**src/rtl/qif_pkg.sv**
```systemverilog
// qif_pkg: definitions shared by the QIF neuron and its synapses.
//   I_SYN_MAX / I_SYN_MIN : clamp limits of the 8-bit signed synaptic current
//   state_e               : synapse activity state
//   sat8()                : clamps a 10-bit signed value into -128..127
package qif_pkg;

    localparam int I_SYN_MAX = 127;
    localparam int I_SYN_MIN = -128;

    typedef enum logic {
        IDLE,
        ACTIVE
    } state_e;

    function automatic logic signed [7:0] sat8(input logic signed [9:0] x);
        if (x > I_SYN_MAX) begin
            return 8'sh7f;
        end else if (x < I_SYN_MIN) begin
            return 8'sh80;
        end else begin
            return x[7:0];
        end
    endfunction

endpackage

```
**src/rtl/spike_fifo.sv**
```systemverilog
// spike_fifo: synchronous FIFO with registered count/full/empty.
//   clk, rst     : clock, synchronous active-high reset
//   push, wdata  : write request and data (ignored while full)
//   pop          : read request (ignored while empty)
//   rdata        : head entry, valid whenever empty is low
//   count        : number of stored entries
//   full, empty  : registered status flags
module spike_fifo #(
    parameter int unsigned Width = 8,
    parameter int unsigned Depth = 4
) (
    input  logic                     clk,
    input  logic                     rst,
    input  logic                     push,
    input  logic [Width-1:0]         wdata,
    input  logic                     pop,
    output logic [Width-1:0]         rdata,
    output logic [$clog2(Depth):0]   count,
    output logic                     full,
    output logic                     empty
);

    localparam int unsigned AW = (Depth > 1) ? $clog2(Depth) : 1;
    localparam int unsigned CW = $clog2(Depth) + 1;

    logic [Width-1:0] mem [Depth];
    logic [AW-1:0]    wr_ptr_q, rd_ptr_q;
    logic [CW-1:0]    count_q, count_d;
    logic             full_q, empty_q;
    logic             do_push, do_pop;

    assign do_push = push && !full_q;
    assign do_pop  = pop && !empty_q;

    always_comb begin
        count_d = count_q;
        if (do_push && !do_pop) begin
            count_d = count_q + CW'(1);
        end else if (do_pop && !do_push) begin
            count_d = count_q - CW'(1);
        end
    end

    // Explicit wrap keeps the pointers in range for any depth.
    function automatic logic [AW-1:0] ptr_inc(input logic [AW-1:0] p);
        return (p == AW'(Depth - 1)) ? '0 : p + AW'(1);
    endfunction

    always_ff @(posedge clk) begin
        if (rst) begin
            wr_ptr_q <= '0;
            rd_ptr_q <= '0;
            count_q  <= '0;
            full_q   <= 1'b0;
            empty_q  <= 1'b1;
        end else begin
            if (do_push) begin
                wr_ptr_q <= ptr_inc(wr_ptr_q);
            end
            if (do_pop) begin
                rd_ptr_q <= ptr_inc(rd_ptr_q);
            end
            count_q <= count_d;
            full_q  <= (count_d == CW'(Depth));
            empty_q <= (count_d == '0);
        end
    end

    always_ff @(posedge clk) begin
        if (do_push) begin
            mem[wr_ptr_q] <= wdata;
        end
    end

    assign rdata = mem[rd_ptr_q];
    assign count = count_q;
    assign full  = full_q;
    assign empty = empty_q;

endmodule

```
**src/rtl/qif_synapse.sv**
```systemverilog
// qif_synapse: synaptic current generator feeding the QIF neuron's I_syn.
// Weighted spikes are buffered, integrated one per cycle into a saturating
// 8-bit current, and the current decays exponentially toward zero.
//   clk          : clock
//   rst_n        : synchronous reset, ACTIVE-HIGH despite its name
//   spike_valid  : event offered
//   spike_weight : signed weight of the event
//   spike_ready  : event can be accepted (FIFO not full)
//   I_syn        : registered signed synaptic current
//   busy         : state is ACTIVE
//   sat_flag     : sticky, set whenever the clamp engaged
module qif_synapse
    import qif_pkg::*;
#(
    parameter int unsigned DECAY_SHIFT  = 3,
    parameter int unsigned DECAY_PERIOD = 4,
    parameter int unsigned FIFO_DEPTH   = 4
) (
    input  logic              clk,
    input  logic              rst_n,
    input  logic              spike_valid,
    input  logic signed [7:0] spike_weight,
    output logic              spike_ready,
    output logic signed [7:0] I_syn,
    output logic              busy,
    output logic              sat_flag
);

    localparam int unsigned TW = (DECAY_PERIOD > 1) ? $clog2(DECAY_PERIOD) : 1;
    localparam int unsigned FCW = $clog2(FIFO_DEPTH) + 1;
    localparam logic [9:0] SMALL_LIM = 10'(1 << DECAY_SHIFT);

    state_e            state_q, state_d;
    logic [TW-1:0]     cnt_q, cnt_d;
    logic signed [7:0] isyn_q, isyn_d;
    logic              sat_q;

    logic              accept, pop, tick;
    logic              fifo_full, fifo_empty;
    logic [FCW-1:0]    fifo_count;
    logic [7:0]        fifo_rdata;

    logic signed [9:0] x, dec, base, sum;
    logic [9:0]        abs_x;
    logic              clamp;

    assign spike_ready = !fifo_full;
    assign accept      = spike_valid && spike_ready;
    assign pop         = !fifo_empty;

    spike_fifo #(
        .Width (8),
        .Depth (FIFO_DEPTH)
    ) u_fifo (
        .clk   (clk),
        .rst   (rst_n),
        .push  (accept),
        .wdata (spike_weight),
        .pop   (pop),
        .rdata (fifo_rdata),
        .count (fifo_count),
        .full  (fifo_full),
        .empty (fifo_empty)
    );

    assign tick = (state_q == ACTIVE) && (cnt_q == TW'(DECAY_PERIOD - 1));

    // Decay: small magnitudes step by one so the current always reaches zero
    // instead of stalling where the shift rounds to 0 (or -1 for negatives).
    always_comb begin
        x     = {{2{isyn_q[7]}}, isyn_q};
        abs_x = x[9] ? 10'(-x) : 10'(x);
        if (x == '0) begin
            dec = '0;
        end else if (abs_x < SMALL_LIM) begin
            dec = x[9] ? x + 10'sd1 : x - 10'sd1;
        end else begin
            dec = x - (x >>> DECAY_SHIFT);
        end
    end

    always_comb begin
        base   = tick ? dec : x;
        sum    = base + (pop ? {{2{fifo_rdata[7]}}, fifo_rdata} : 10'sd0);
        clamp  = (sum > I_SYN_MAX) || (sum < I_SYN_MIN);
        isyn_d = sat8(sum);
    end

    always_comb begin
        state_d = state_q;
        unique case (state_q)
            IDLE: begin
                if (accept) begin
                    state_d = ACTIVE;
                end
            end
            ACTIVE: begin
                // FIFO drains this edge when it holds at most the entry being popped.
                if (!accept && isyn_d == '0 && fifo_count <= FCW'(1)) begin
                    state_d = IDLE;
                end
            end
            default: state_d = IDLE;
        endcase
        // Counter is zero in IDLE and restarts on entry to ACTIVE.
        if (state_q == ACTIVE && state_d == ACTIVE) begin
            cnt_d = tick ? '0 : cnt_q + TW'(1);
        end else begin
            cnt_d = '0;
        end
    end

    always_ff @(posedge clk) begin
        if (rst_n) begin
            state_q <= IDLE;
            cnt_q   <= '0;
            isyn_q  <= '0;
            sat_q   <= 1'b0;
        end else begin
            state_q <= state_d;
            cnt_q   <= cnt_d;
            isyn_q  <= isyn_d;
            if (clamp) begin
                sat_q <= 1'b1;
            end
        end
    end

    assign I_syn    = isyn_q;
    assign busy     = (state_q == ACTIVE);
    assign sat_flag = sat_q;

endmodule
```
**config.mk**
```make
export PLATFORM = sky130hd
export DESIGN_NAME = qif_synapse
export DESIGN_NICKNAME = d
export VERILOG_FILES = /design/src/rtl/qif_pkg.sv /design/src/rtl/spike_fifo.sv /design/src/rtl/qif_synapse.sv
export SDC_FILE = /design/constraint.sdc
export NUM_CORES = 1
export LEC_CHECK = 0
export BUFFER_PORTS_ARGS = -buffer_cell sky130_fd_sc_hd__buf_2
export CAP_MARGIN = 20
export CORE_ASPECT_RATIO = 1.75
export CORE_MARGIN = 2
export CORE_UTILIZATION = 40
export DETAILED_ROUTE_END_ITERATION = 8
export PLACE_DENSITY = 0.7
export SYNTH_ARGS = -nofsm -noshare
export SYNTH_HDL_FRONTEND = slang
export SYNTH_HIERARCHICAL = 1
export SYNTH_SLANG_ARGS = --single-unit
```
**constraint.sdc**
```tcl
create_clock -name clk -period 3.55 [get_ports clk]
set_input_delay 0.5325 -clock clk [delete_from_list [all_inputs] [get_ports clk]]
set_output_delay 0.5325 -clock clk [all_outputs]
set_load 0.02 [all_outputs]
```
==> results_dict.tcl, run 1 <==
set metrics [dict create \
    crit_fanout 8 \
    final_nets 395 \
    track_usage_pct 17.6 \
    ys.flop_type "edfxtp_1" \
    die_y_um 121 \
    cts-root-buf "clkbuf_16" \
    end_kind "flop" \
    yosys_warnings 6 \
    worst_pin_slew_ps 475 \
    hold_class "input port to flop" \
    holdCritStartpoint "spike_weight[4]" \
    cp_num_buf_inv 2 \
    grt_overflow 0 \
    syn_area_mm2 0.00313 \
    drive_above_1_share_pct 34.6 \
    grt_setup_unrepaired "yes" \
    combPwrFrac_pct 63.4 \
    cts_buffer_depth 2 \
    p_leak_nw 1.60 \
    switching_share_pct 40.6 \
    cts_hold_buf 0 \
    violations "setup timing" \
    antenna_found_initial 0 \
    cts_buffers 5 \
    skew_ps 4.81 \
    coreArea_mm2 0.00757 \
    p_seq_share_pct 24.2 \
    num_rows 42 \
    status "finished, violations left" \
    timing.rr.start "I_syn[4]$_SDFF_PP0_" \
    synth.most_common_cell "edfxtp_1" \
    cts_tree "built" \
    synth_edf_count 32 \
    clk_latency_ps 290 \
    powerDensity_mw_per_mm2 946 \
    max-vdd-ir-drop_uv 452 \
    setup_viol 11 \
    die_area_mm2 0.00857 \
    drtIter0Drc 118 \
    timing.final.crit_share_pct 104 \
    critPathLaunch "I_syn[4]$_SDFF_PP0_" \
    worst_slack_ps -149 \
    synth_area_leaders "edfxtp_1 (31%), dfxtp_1 (15%), ha_1 (10%)" \
    grt_pass1_wl_um 11600 \
    diodes 0 \
    p_int_mw 2.23 \
    die_w_um 70.8 \
    synth_async_sr_flop_share_pct 0 \
    yosysSeqAreaShare_pct 45.5 \
    place.detailed.hpwl_um 5440 \
    grt_pass1_vias 2567 \
    drc 0 \
    area_growth_pct 26.8 \
    path_clk_slew_ps 60 \
    post-synth-top-area-cell "edfxtp_1" \
    register_area_mm2 0.00143 \
    fillers 679 \
    cts.sinks 55 \
    p_clk_share_pct 12.4 \
    synth_top_area_share_pct 30.7 \
    setup.worst_path.start_class "flop" \
    hold_violations 0 \
    synth.distinct_cells 54 \
    drt-pass1-iter-count 4 \
    worst_ep_arrival_time_ps 3860 \
    timing.fmax_mhz 270 \
    wl_per_cell_um 15.4 \
    syn_nets 329 \
    cpMaxStageDelayCell "a211o_2" \
    fin_hold_ws_ps 457 \
    p_sw_mw 1.52 \
    path_delay_family "compound AO/OA/AOI/OAI gates" \
    route.vias.total 2391 \
    multiInputGateArea_mm2 0.00177 \
    worstPathCellList "nor3_4, a21o_1, ha_2, inv_2, fa_2, nand2_1, nand2_1, a21oi_2, o21bai_1, a21oi_2, nor2_1, o21ai_1, ha_1, or2_4, nand2b_4, o41ai_4, buf_4, o41ai_2, a211o_2, nand2_1, a21oi_1" \
    slew_headroom_pct 68.3 \
    htreeDepth 2 \
    start_util_pct 41.3 \
    crit_path_max_incr_delay_ps 370 \
    wirelength_um 6880 \
    crit_top_cell "nand2_1" \
    setup_tns_ps -1320 \
    ys_ff_latch 55 \
    gp_congestion 0.904 \
    drv_slew 0 \
    worstSetupPathType "flop to flop" \
    finalCriticalPeriod_ps 3700 \
    syn_area_per_cell_um2 10.7 \
    ios 22 \
    grt_max_degree 24 \
    cap_violations 0 \
    port_buffers 21 \
    postSynthCellCount 291 \
    ant_nets 0 \
    required_ps 3710 \
    vias_per_cell 5.36 \
    synth_commonest_cells "edfxtp_1 (32), nand2_1 (26), ha_1 (25)" \
]
==> per-stage QoR <==
step	total power, mW	worst slack, ps	util, %	cells	area, um^2
after global placement	2.97	-226	48.3	433	3660
after global routing	4.04	-326	52.4	446	3960
after floorplan	2.30	-9.24	-	291	3180
after CTS	3.66	-112	51.4	444	3890
after detailed placement	3.02	-205	48.3	433	3660
final	3.75	-149	52.4	446	3960
==> power by group through the flow <==
stage | Clock, mW | Sequential, mW | Combinational [mW]
final | 0.464 | 0.906 | 2.38
after global routing | 0.505 | 0.924 | 2.61
after CTS | 0.478 | 0.904 | 2.28
after detailed placement | 0 | 0.918 | 2.10
after global placement | 0 | 0.911 | 2.06
after floorplan | 0 | 0.959 | 1.34
==> worst register-to-register path: stages (launching register included) <==
cell,delay [ps]
dfxtp_2,340
nor3_4,200
a21o_1,140
ha_2,190
inv_2,40
fa_2,340
nand2_1,70
nand2_1,60
a21oi_2,140
o21bai_1,90
a21oi_2,170
nor2_1,70
o21ai_1,180
ha_1,290
or2_4,280
nand2b_4,150
o41ai_4,60
buf_4,180
o41ai_2,70
a211o_2,370
nand2_1,90
a21oi_1,60
==> final cells by class <==
class	count	share of cell area [%]
Clock buffer	7	3.35
Tap cell	88	2.78
Clock inverter	1	0.126
Inverter	21	1.99
Sequential cell	55	36.0
Multi-Input combinational cell	208	44.6
Timing Repair Buffer	66	11.2
==> sequential cells by signal (all words and copies together), names as in the netlist, named ones only <==
register and flops:
I_syn 8, u_fifo/count 3, sat_flag 1, u_fifo/mem 32, u_fifo/full 1, u_fifo/rd_ptr_q 2, u_fifo/empty 1, cnt_q 2
busy 1, u_fifo/wr_ptr_q 2
==> cells in the final DEF, fill, tap and decap left out, drive strengths merged, types with 2 or more instances in the layout <==
cell type / synthesis / layout
a211oi: 3 / 3
a21oi: 23 / 23
a311oi: 2 / 2
a31oi: 3 / 3
and2: 8 / 8
and2b: 2 / 2
and3: 2 / 2
buf: 4 / 66
clkbuf: 3 / 7
dfxtp: 23 / 23
edfxtp: 32 / 32
fa: 2 / 2
ha: 25 / 25
inv: 21 / 21
mux4: 8 / 8
nand2: 26 / 26
nand2b: 4 / 4
nand3: 7 / 7
nor2: 19 / 19
nor2b: 11 / 11
nor3: 8 / 8
nor3b: 2 / 2
nor4: 5 / 5
o21ai: 17 / 17
o21bai: 3 / 3
o31ai: 2 / 2
o41ai: 2 / 2
xnor2: 8 / 8
xor2: 4 / 4
==> layer usage <==
metal | vias up | global-route usage, % | part of all wire (%) | wire [um]
met5 | - | 0 | 0 | 0
met4 | 0 | 9.67 | 4.7 | 321
met3 | 25 | 3.32 | 3.4 | 232
met2 | 47 | 34.9 | 58 | 4000
met1 | 1135 | 16.0 | 34 | 2330
li1 | 1184 | - | - | -
==> final timing paths <==
path	end	slack [ps]	cells after the start
setup / recovery	I_syn[5]$_SDFF_PP0_	-150	21
setup reg to reg	I_syn[5]$_SDFF_PP0_	-150	21
hold reg to reg	sat_flag$_SDFFE_PP0P_	470	2
hold / removal	u_fifo/mem[0][4]$_DFFE_PP_	460	1
==> kinds of logic (layout without fill, tap and decap cells) <==
| group | after synthesis | count (layout) | synth area share [%] |
|---|---|---|---|
| AND/OR/NAND/NOR | 99 | 99 | 16.5 |
| flip-flops | 55 | 55 | 45.5 |
| adder cells (fa/ha/maj) | 27 | 27 | 11.3 |
| buffers and inverters | 28 | 95 | 3.68 |
| multiplexers | 8 | 8 | 5.76 |
| AO/OA/AOI/OAI | 62 | 62 | 13.7 |
| XOR/XNOR | 12 | 12 | 3.60 |
==> what timing repair did <==
| item | in CTS | in global routing |
|---|---|---|
| buffers inserted | 3 | 2 |
| pin swaps | 19 | 15 |
| setup endpoints to repair | 11 | 12 |
| gates resized for setup | 20 | 13 |
(Power assumes the default switching activity.)
==> inputs of run 2 (changes only) <==
Settings changed: CORE_UTILIZATION 40 to 34, PLACE_DENSITY 0.7 to 0.49.
==> run 2 against run 1 <==
The flow still finishes with violations (setup timing). Die area up 17%. Clock skew decreased by 0.58 ps. Hold slack worse by 3.3 ps. Sequential power shrank 0.6%. Worst setup slack worse by 96 ps. Sequential share of layout area is 1.1 points lower. Register-to-register slack got worse by 96 ps. Maximum frequency is 2.5% lower. Combinational power grew 2%. Via count decreased by 1.1%. Largest power group unchanged. Highest routed layer unchanged.
==> results_dict.tcl, run 2 (same netlist as run 1, synthesis figures left out) <==
set metrics [dict create \
    cts_buffers 5 \
    timing.final.crit_share_pct 107 \
    drt-pass1-iter-count 4 \
    cts-root-buf "clkbuf_16" \
    cts_buffer_depth 2 \
    area_growth_pct 30.6 \
    worstPathCellList "nor3_4, a21o_1, ha_2, inv_2, fa_2, nand2_2, nand2_2, a21oi_2, o21bai_1, a21oi_2, xnor2_1, o21ai_1, ha_1, a21oi_2, o211ai_1, and2_1, o41ai_2, a211o_2, nand2_1, a21oi_1" \
    timing.fmax_mhz 263 \
    violations "setup timing" \
    fillers 882 \
    drc 0 \
    num_rows 46 \
    worstSetupPathType "flop to flop" \
    crit_path_max_incr_delay_ps 350 \
    place_area_mm2 0.00373 \
    register_area_mm2 0.00143 \
    required_ps 3770 \
    regMostFlops "u_fifo/mem" \
    cpMaxStageDelayCell "fa_2" \
    grt_max_degree 24 \
    grt_setup_unrepaired "yes" \
    ant_nets 0 \
    multiInputGateArea_mm2 0.00174 \
    total_power_mw 3.94 \
    port_buffers 21 \
    wl_per_cell_um 15.3 \
    diodes 0 \
    crit_top_cell "a21oi_2" \
    worst_slack_ps -245 \
    grt_pass1_wl_um 11900 \
    drtIter0Drc 62 \
    antenna_found_initial 0 \
    cts_tree "built" \
    start_util_pct 34.8 \
    route.vias.total 2365 \
    path_clk_slew_ps 70 \
    largest_reg_flops 32 \
    grt_overflow 0 \
    cap_violations 0 \
    finalCriticalPeriod_ps 3800 \
    skew_ps 4.23 \
    place.detailed.hpwl_um 5920 \
    fin_area_mm2 0.00408 \
    coreArea_mm2 0.00898 \
    powerDensity_mw_per_mm2 965 \
    worst_pin_slew_ps 480 \
    p_leak_nw 1.65 \
    crit_fanout 8 \
    drive_above_1_share_pct 36.5 \
    slew_headroom_pct 68.0 \
    setup_viol 11 \
    max-vdd-ir-drop_uv 309 \
    htreeDepth 2 \
    grt_pass1_vias 2496 \
    hold_class "input port to flop" \
    ios 22 \
    layout_common_cells "buf_4 (50), edfxtp_1 (32), ha_1 (23), buf_2 (21)" \
    status "finished, violations left" \
    die_area_mm2 0.0100 \
    vias_per_cell 4.89 \
    final_common_cell "buf_4" \
    clk_latency_ps 290 \
    end_kind "flop" \
    setup.worst_path.start_class "flop" \
    worst_ep_arrival_time_ps 4010 \
    die_y_um 131 \
    cts_hold_buf 0 \
    drv_slew 0 \
    die_w_um 76.5 \
    gp_congestion 0.841 \
    track_usage_pct 15.7 \
    hold_violations 0 \
    final_nets 401 \
    wirelength_um 7410 \
    cts.sinks 55 \
]
==> run 2: path summary, 6_finish.rpt <==
check                             start                    endpoint  slack, ps  cells after the start
hold reg to reg   sat_flag$_SDFFE_PP0P_       sat_flag$_SDFFE_PP0P_        480                      2
setup / recovery    I_syn[7]$_SDFF_PP0_         I_syn[5]$_SDFF_PP0_       -250                     20
setup reg to reg    I_syn[7]$_SDFF_PP0_         I_syn[5]$_SDFF_PP0_       -250                     20
hold / removal          spike_weight[7]  u_fifo/mem[3][7]$_DFFE_PP_        450                      1
==> run 2: critical path: cells and delay by family (launching register included) <==
| kind | cells | cell delay, ps |
|---|---|---|
| AO/OA/AOI/OAI | 10 | 1760 |
| XOR/XNOR | 1 | 130 |
| adder cells (fa/ha/maj) | 3 | 840 |
| buffers and inverters | 1 | 40 |
| flip-flops | 1 | 330 |
| AND/OR/NAND/NOR | 5 | 640 |
==> run 2: metrics by stage <==
step / hold WS [ps] / util, % / setup WS [ps] / setup TNS [ps] / cells
floorplan: 462 / - / -9.24 / -9.24 / 291
global placement: 474 / 41.6 / -355 / -3200 / 470
detailed placement: 461 / 41.6 / -394 / -3570 / 470
CTS: 447 / 45.0 / -261 / -2510 / 482
global route: 452 / 45.5 / -476 / -4660 / 484
finish: 454 / 45.5 / -245 / -2010 / 484
==> run 2: area by class of cell <==
type,instances,area share [%]
multi-input cells,208,42.7
flip-flops and latches,55,34.9
repair buffers,72,12.0
well taps,120,3.68
clock buffers,5,3.06
inverters,21,1.93
clock inverters,3,1.65
==> run 2: routing by layer <==
layer	vias to the layer above	global-route usage [%]	routed length (um)
met4	0	8.66	311
met5	-	0	0
met2	37	33.1	4460
met3	19	1.92	133
met1	1121	14.1	2510
li1	1188	-	-
==> run 2: power by group <==
part / internal (mW) / leakage (nW) / switching [mW] / total, mW
Combinational: 1.17 / 1.08 / 1.25 / 2.42
Sequential: 0.816 / 0.484 / 0.0844 / 0.901
Clock: 0.404 / 0.0900 / 0.221 / 0.625
==> run 2: repair_timing <==
action | in CTS | in global routing
gates resized for setup | 23 | 8
endpoints found under the setup margin | 11 | 12
hold endpoints to repair | 0 | 0
cloned | 0 | 0
pin swaps | 23 | 20
buffers inserted | 4 | 2
